--- config.mk ---
export PLATFORM = sky130hd
export DESIGN_NAME = parallel_adder_tree
export DESIGN_NICKNAME = d
export VERILOG_FILES = /design/src/rtl/parallel_adder_tree.sv
export SDC_FILE = /design/constraint.sdc
export NUM_CORES = 1
export LEC_CHECK = 0
export CAP_MARGIN = 20
export CORE_AREA = 4 4 53 90
export CTS_BUF_LIST = sky130_fd_sc_hd__clkbuf_16
export CTS_CLUSTER_DIAMETER = 30
export DETAILED_ROUTE_END_ITERATION = 10
export DIE_AREA = 0 0 57 94
export PLACE_DENSITY = 0.74
export RECOVER_POWER = 100
export SLEW_MARGIN = 20
export SYNTH_ARGS = -nofsm -noshare
export SYNTH_HDL_FRONTEND = slang
export SYNTH_SLANG_ARGS = --single-unit
export TNS_END_PERCENT = 1
--- constraint.sdc ---
create_clock -name clk -period 3.75 [get_ports clk]
set_input_delay 0.5625 -clock clk [delete_from_list [all_inputs] [get_ports clk]]
set_output_delay 0.5625 -clock clk [all_outputs]
set_load 0.02 [all_outputs]
--- src/rtl/parallel_adder_tree.sv ---
`default_nettype none
// ============================================================================
//  Module      : parallel_adder_tree
//  Description : Final reduction stage of the parallel shift-add multiplier.
//                Sums the WIDTH packed partial products coming out of the
//                shifter stage with a registered binary adder tree (one
//                register per tree level) and presents the product through
//                a valid/ready handshake. A single advance signal stalls or
//                advances every stage at once.
//  Ports       : clk            - clock, rising-edge active
//                rst            - synchronous reset, active-high
//                add_valid      - partial-product vector valid
//                add_ready      - vector accepted this cycle (combinational)
//                add_din        - packed partial products, slice a at
//                                 add_din[a*2*WIDTH +: 2*WIDTH]
//                product_valid  - product_dout valid
//                product_ready  - downstream accepts product_dout
//                product_dout   - sum of all slices, mod 2^(2*WIDTH)
//  Revision    : 1.0 - initial release
// ============================================================================
module parallel_adder_tree #(
    parameter int WIDTH = 4
) (
    input  logic                     clk,
    input  logic                     rst,
    input  logic                     add_valid,
    output logic                     add_ready,
    input  logic [2*WIDTH*WIDTH-1:0] add_din,
    output logic                     product_valid,
    input  logic                     product_ready,
    output logic [2*WIDTH-1:0]       product_dout
);

    localparam int DW     = 2 * WIDTH;
    localparam int LEVELS = (WIDTH <= 1) ? 1 : $clog2(WIDTH);
    localparam int LEAVES = 1 << LEVELS;
    // Registered internal nodes of a complete binary tree over LEAVES leaves.
    localparam int NODES  = LEAVES - 1;

    logic              w_adv;
    logic [DW-1:0]     r_tree [NODES];
    // Heap-ordered view of the whole tree: entries 0..NODES-1 are the adder
    // registers (root at 0), entries NODES..2*LEAVES-2 are the input slices.
    // Node i sums entries 2i+1 and 2i+2, so every leaf-to-root path crosses
    // exactly LEVELS registers and all partial products stay aligned.
    logic [DW-1:0]     w_all  [2*LEAVES-1];
    logic [LEVELS-1:0] r_valid;

    // A stage may move only if the output slot is empty or being drained.
    assign w_adv         = !product_valid || product_ready;
    assign add_ready     = w_adv;
    assign product_valid = r_valid[LEVELS-1];
    assign product_dout  = r_tree[0];

    for (genvar gi = 0; gi < NODES; gi++) begin : g_node
        assign w_all[gi] = r_tree[gi];
    end

    // Slices beyond WIDTH pad the tree out to a power of two with zeros.
    for (genvar gj = 0; gj < LEAVES; gj++) begin : g_leaf
        if (gj < WIDTH) begin : g_slice
            assign w_all[NODES+gj] = add_din[gj*DW +: DW];
        end else begin : g_pad
            assign w_all[NODES+gj] = '0;
        end
    end

    // Data registers load whenever the pipe advances; contents under a
    // cleared valid bit are don't-care. Carries past DW bits are dropped.
    always_ff @(posedge clk) begin
        if (rst) begin
            for (int i = 0; i < NODES; i++) begin
                r_tree[i] <= '0;
            end
        end else if (w_adv) begin
            for (int i = 0; i < NODES; i++) begin
                r_tree[i] <= w_all[2*i+1] + w_all[2*i+2];
            end
        end
    end

    // Valid bits shift in lockstep with the data; bubbles are carried, not
    // squeezed out.
    if (LEVELS == 1) begin : g_valid_single
        always_ff @(posedge clk) begin
            if (rst) begin
                r_valid <= '0;
            end else if (w_adv) begin
                r_valid[0] <= add_valid;
            end
        end
    end else begin : g_valid_shift
        always_ff @(posedge clk) begin
            if (rst) begin
                r_valid <= '0;
            end else if (w_adv) begin
                r_valid <= {r_valid[LEVELS-2:0], add_valid};
            end
        end
    end

endmodule
`default_nettype wire

# After elaboration in Yosys (flattened, before gate mapping)
# Memories as Yosys holds them, arrays and structs flattened.
# Cells that the tools add are included.
# word_totals
ramBits	24
register_bits	2
n_memories	1
elab_cells	18
input_bits	36
# mem_list
name	words	width	read_ports	rd_ports_with_merged_regs	write_ports	line_no	source
r_tree	3	8	3	0	3	41	logic [DW-1:0] r_tree [NODES];
# classes
mux	8
n_reduce_logical	2
bitwise_logic	3
add_sub_neg	3
# ops
op	n
8-bit adder	3
8-bit two-way mux	3
1-bit two-way mux	5
1-bit bitwise OR	3
1-bit logical NOT	1
1-bit logical OR	1

# Depth between registers and ports, before layout
# logic_depth
word_depth	6
depth_mapped	7
ltp_nobuf	7

# Worst setup path before layout
# Ideal clock, no wire load.
# synth_path
kind	input port to flip-flop
start	in add_din[1]
end	mem r_tree[0][13] (netlist bit), data pin
n_path_buf	0
slack_ns	1.848
t_arrival_ns	1.767
setup_time_ns	0.135
cell_stages	5
cell_sequence	ha_1 > a211oi_1 > nor2_1 > or4_1 > nand3_1
# synth_lines
element	line_no	source
start: declaration	28	input logic [2*WIDTH*WIDTH-1:0] add_din,
end: declaration	41	

# Worst setup path in the final report
# layout_path
start	in product_ready
end	out add_ready
# layout_between
elab_chain_cells	1
# layout_rtl
element	line_no	source
start: declaration	30	input logic product_ready,
1-bit logical OR	50	assign w_adv = !product_valid || product_ready;
end: declaration	27	output logic add_ready,
# Every way passes these cells.

==> metrics.cfg <==
[synthesis]
synthesis.instances=193
ys_seq_elements=26
synth_xor_area_frac=0.01349
synth_nets=253
synth.area.top_cells=edfxtp_1 (37%), ha_1 (13%), a21oi_1 (3.9%)
synth_cell_types=31
synth-simple-area-share=0.1766
synthAdderAreaFrac=0.1657
synthesis.area_sq_um=1948
yosysTopAreaCellShare=0.3699
synth_mux_area_frac=0.005138
avgSynthCellArea_sq_um=10.09
ys_seq_area_frac=0.3905
yosysWarnings=0
synth_top_family_by_area=simple AND/OR/NAND/NOR gates
synth_top_area_cell=edfxtp_1
synth-compound-area-share=0.1734

[setup_path]
endpoint_kind=output pin
path_cells=dlygate4sd3_1 > nor2b_1 > inv_1 > clkdlybuf4s50_1
worstRegToRegCells=3
r2r_start=r_valid[1]
cpPeakStageDelay_ns=0.57
startpoint_type=primary input
critical_path_peak_fanout=9
arrival_ns=2.31
crit_slowest_cell=nor2b_1
required_ns=3.19
reg2reg_slack_ns=1.61
regToRegEndpoint=r_tree[0][17]
crit_start=product_ready
cp-endpoint=add_ready
criticalPathCategory=in2out

[drt]
dr.first_iter.drc_count=33
avgRoutedWirePerCell_microns=13.88
drc=0
ant_nets=0
routed_wl_mm=3.900
drt_first_pass_iters=4
vias=1604
viasPerCell=5.708

[power_and_ir_drop]
internal-power_mw=0.7135
pwr-share-clk=0.315
finalPower_mw=0.9661
power_density_nw_per_um2=390.4
p_switching_mw=0.2527
seqPwrFrac=0.389
total_leakage_power_nw=1.043
p_comb_frac=0.296
ir_drop_mv=0.2759
swShare=0.2615

[clock_tree]
cts_max_level=1
cts_tree=done
ctsHoldBuffers=0
clock_latency_ns=0.26
cts_buffer_depth=2
cts_resized=0
clockRootBuffer=clkbuf_16
clk_pin_slew_ns=0.06
numCtsBuffers=3
cts.sinks=26
post_cts_buffers=0

[global_route]
grt_max_degree=22
grt_overflow=0
grt_pass1_wl_mm=6.258
grt_pass1_vias=1479
grtUsageTotal=0.1475
antenna_found_initial=0

[floorplanning]
die_area_sq_um=5358
chipWidth_microns=57
start_util=0.4738
fp-row-count=31
core_sq_um=4111
die-height_microns=94
ios=46

[worst_hold_path]
hold_class=reg2reg

[run_status]
outcome=complete, no violations

[sta]
hold_violations=0
fin_ws_ns=0.8768
max_freq_mhz=348.0
period_needed_ns=2.873
maxSlewViolCount=0
setup_viol=0
setup_tns_ns=0
grt_setup_unrepaired=false
max_slew_margin=0.3757
finalClockSkew_ns=0.004886
max_slew.worst_pin.slew_ns=0.9364
timing.final.crit_share=0.7662

[flow_run]
cap_violations=0

[place]
io_buffers=45
place.gp.congestion=0.8007
preCtsSetupSlack_ns=1.252
post-dp-hpwl_mm=3.106

[final_layout]
layout_commonest_cell=clkdlybuf4s50_1
drive_gt1_frac=0.02155
mostFrequentLayoutCells=clkdlybuf4s50_1 (34), edfxtp_1 (24), ha_1 (21)
fin_nets=293
syn2layout_area_growth_pct=27.04
final.fill_count=365
n_antenna_cell=0

-- routing by layer --
metal | part of all wire | vias up | global-route usage
met4 | 0.032 | 0 | 0.07157
li1 | - | 803 | -
met3 | 0.038 | 10 | 0.01376
met5 | 0 | - | 0
met1 | 0.36 | 743 | 0.1471
met2 | 0.57 | 48 | 0.2910
-- critical path, delay by kind of cell --
| kind | cells | cell delay, ns |
|---|---|---|
| buffers and inverters | 3 | 1.18 |
| and+or+nand+nor | 1 | 0.57 |
-- Yosys cell counts --
master / count
edfxtp_1: 24
ha_1: 21
inv_1: 16
a21oi_1: 15
nor3_1: 15
nor2_1: 10
nand3_1: 9
buf_4: 8
a211oi_1: 6
nor2b_1: 6
o21a_1: 6
o21ai_0: 6
o31ai_1: 6
nand2b_1: 4
a21o_1: 3
a31oi_1: 3
and2_1: 3
fa_1: 3
nor3b_1: 3
nor4_1: 3
o2111ai_1: 3
o211a_1: 3
or3_1: 3
or4_1: 3
xnor2_1: 3
buf_6: 2
dfxtp_1: 2
clkbuf_1: 1
mux2i_1: 1
nor2b_4: 1
or2_4: 1
-- stage by stage --
stage	std cells	instance area (sq um)	hold slack, ns	utilization
global placement	277	2381	0.4472	0.5791
finish	281	2475	0.4761	0.6019
CTS	281	2486	0.4838	0.6047
floorplan	193	1948	0.4392	-
global route	281	2475	0.5491	0.6019
detailed placement	277	2381	0.4683	0.5791
-- worst min-delay path by stage --
stage	slack, ns	endpoint	from	cells after the start
2_1_floorplan	0.44	r_valid[1]	r_valid[0]	2
3_3_place_gp	0.45	r_valid[1]	r_valid[0]	2
3_5_place_dp	0.47	r_valid[1]	r_valid[0]	2
4_1_cts	0.48	r_valid[1]	r_valid[0]	2
5_1_grt	0.55	r_valid[1]	r_valid[0]	2
6_report	0.48	r_valid[1]	r_valid[0]	2
-- cell families after synthesis --
group,after synthesis
adders and majority gates,24
buffers and inverters,27
DFF,26
AOI/OAI and AO/OA,51
and+or+nand+nor,61
xor gates and xnor gates,3
muxes,1
-- layout make-up --
type                    instances  area (sq um)  share of cell area
clock buffers                   3         75.07             0.03033
clock inverters                 1         30.03             0.01213
inverters                      16         60.06             0.02427
multi-input cells             140          1033              0.4176
flip-flops and latches         26         760.7              0.3074
well taps                      49         61.31             0.02477
repair buffers                 46         454.2              0.1835
-- power by group through the flow --
stage / logic [mW] / clock network (mW) / registers, mW
after floorplan: 0.207 / 0 / 0.380
after global placement: 0.288 / 0 / 0.382
after detailed placement: 0.292 / 0 / 0.383
after CTS: 0.296 / 0.308 / 0.377
after global routing: 0.322 / 0.321 / 0.379
final: 0.286 / 0.304 / 0.376
-- registers in the layout, indices dropped and copies added (netlist names) --
| name | flops |
|---|---|
| r_tree | 24 |
| r_valid | 2 |
Note: power is estimated with default switching activity, not from simulation.
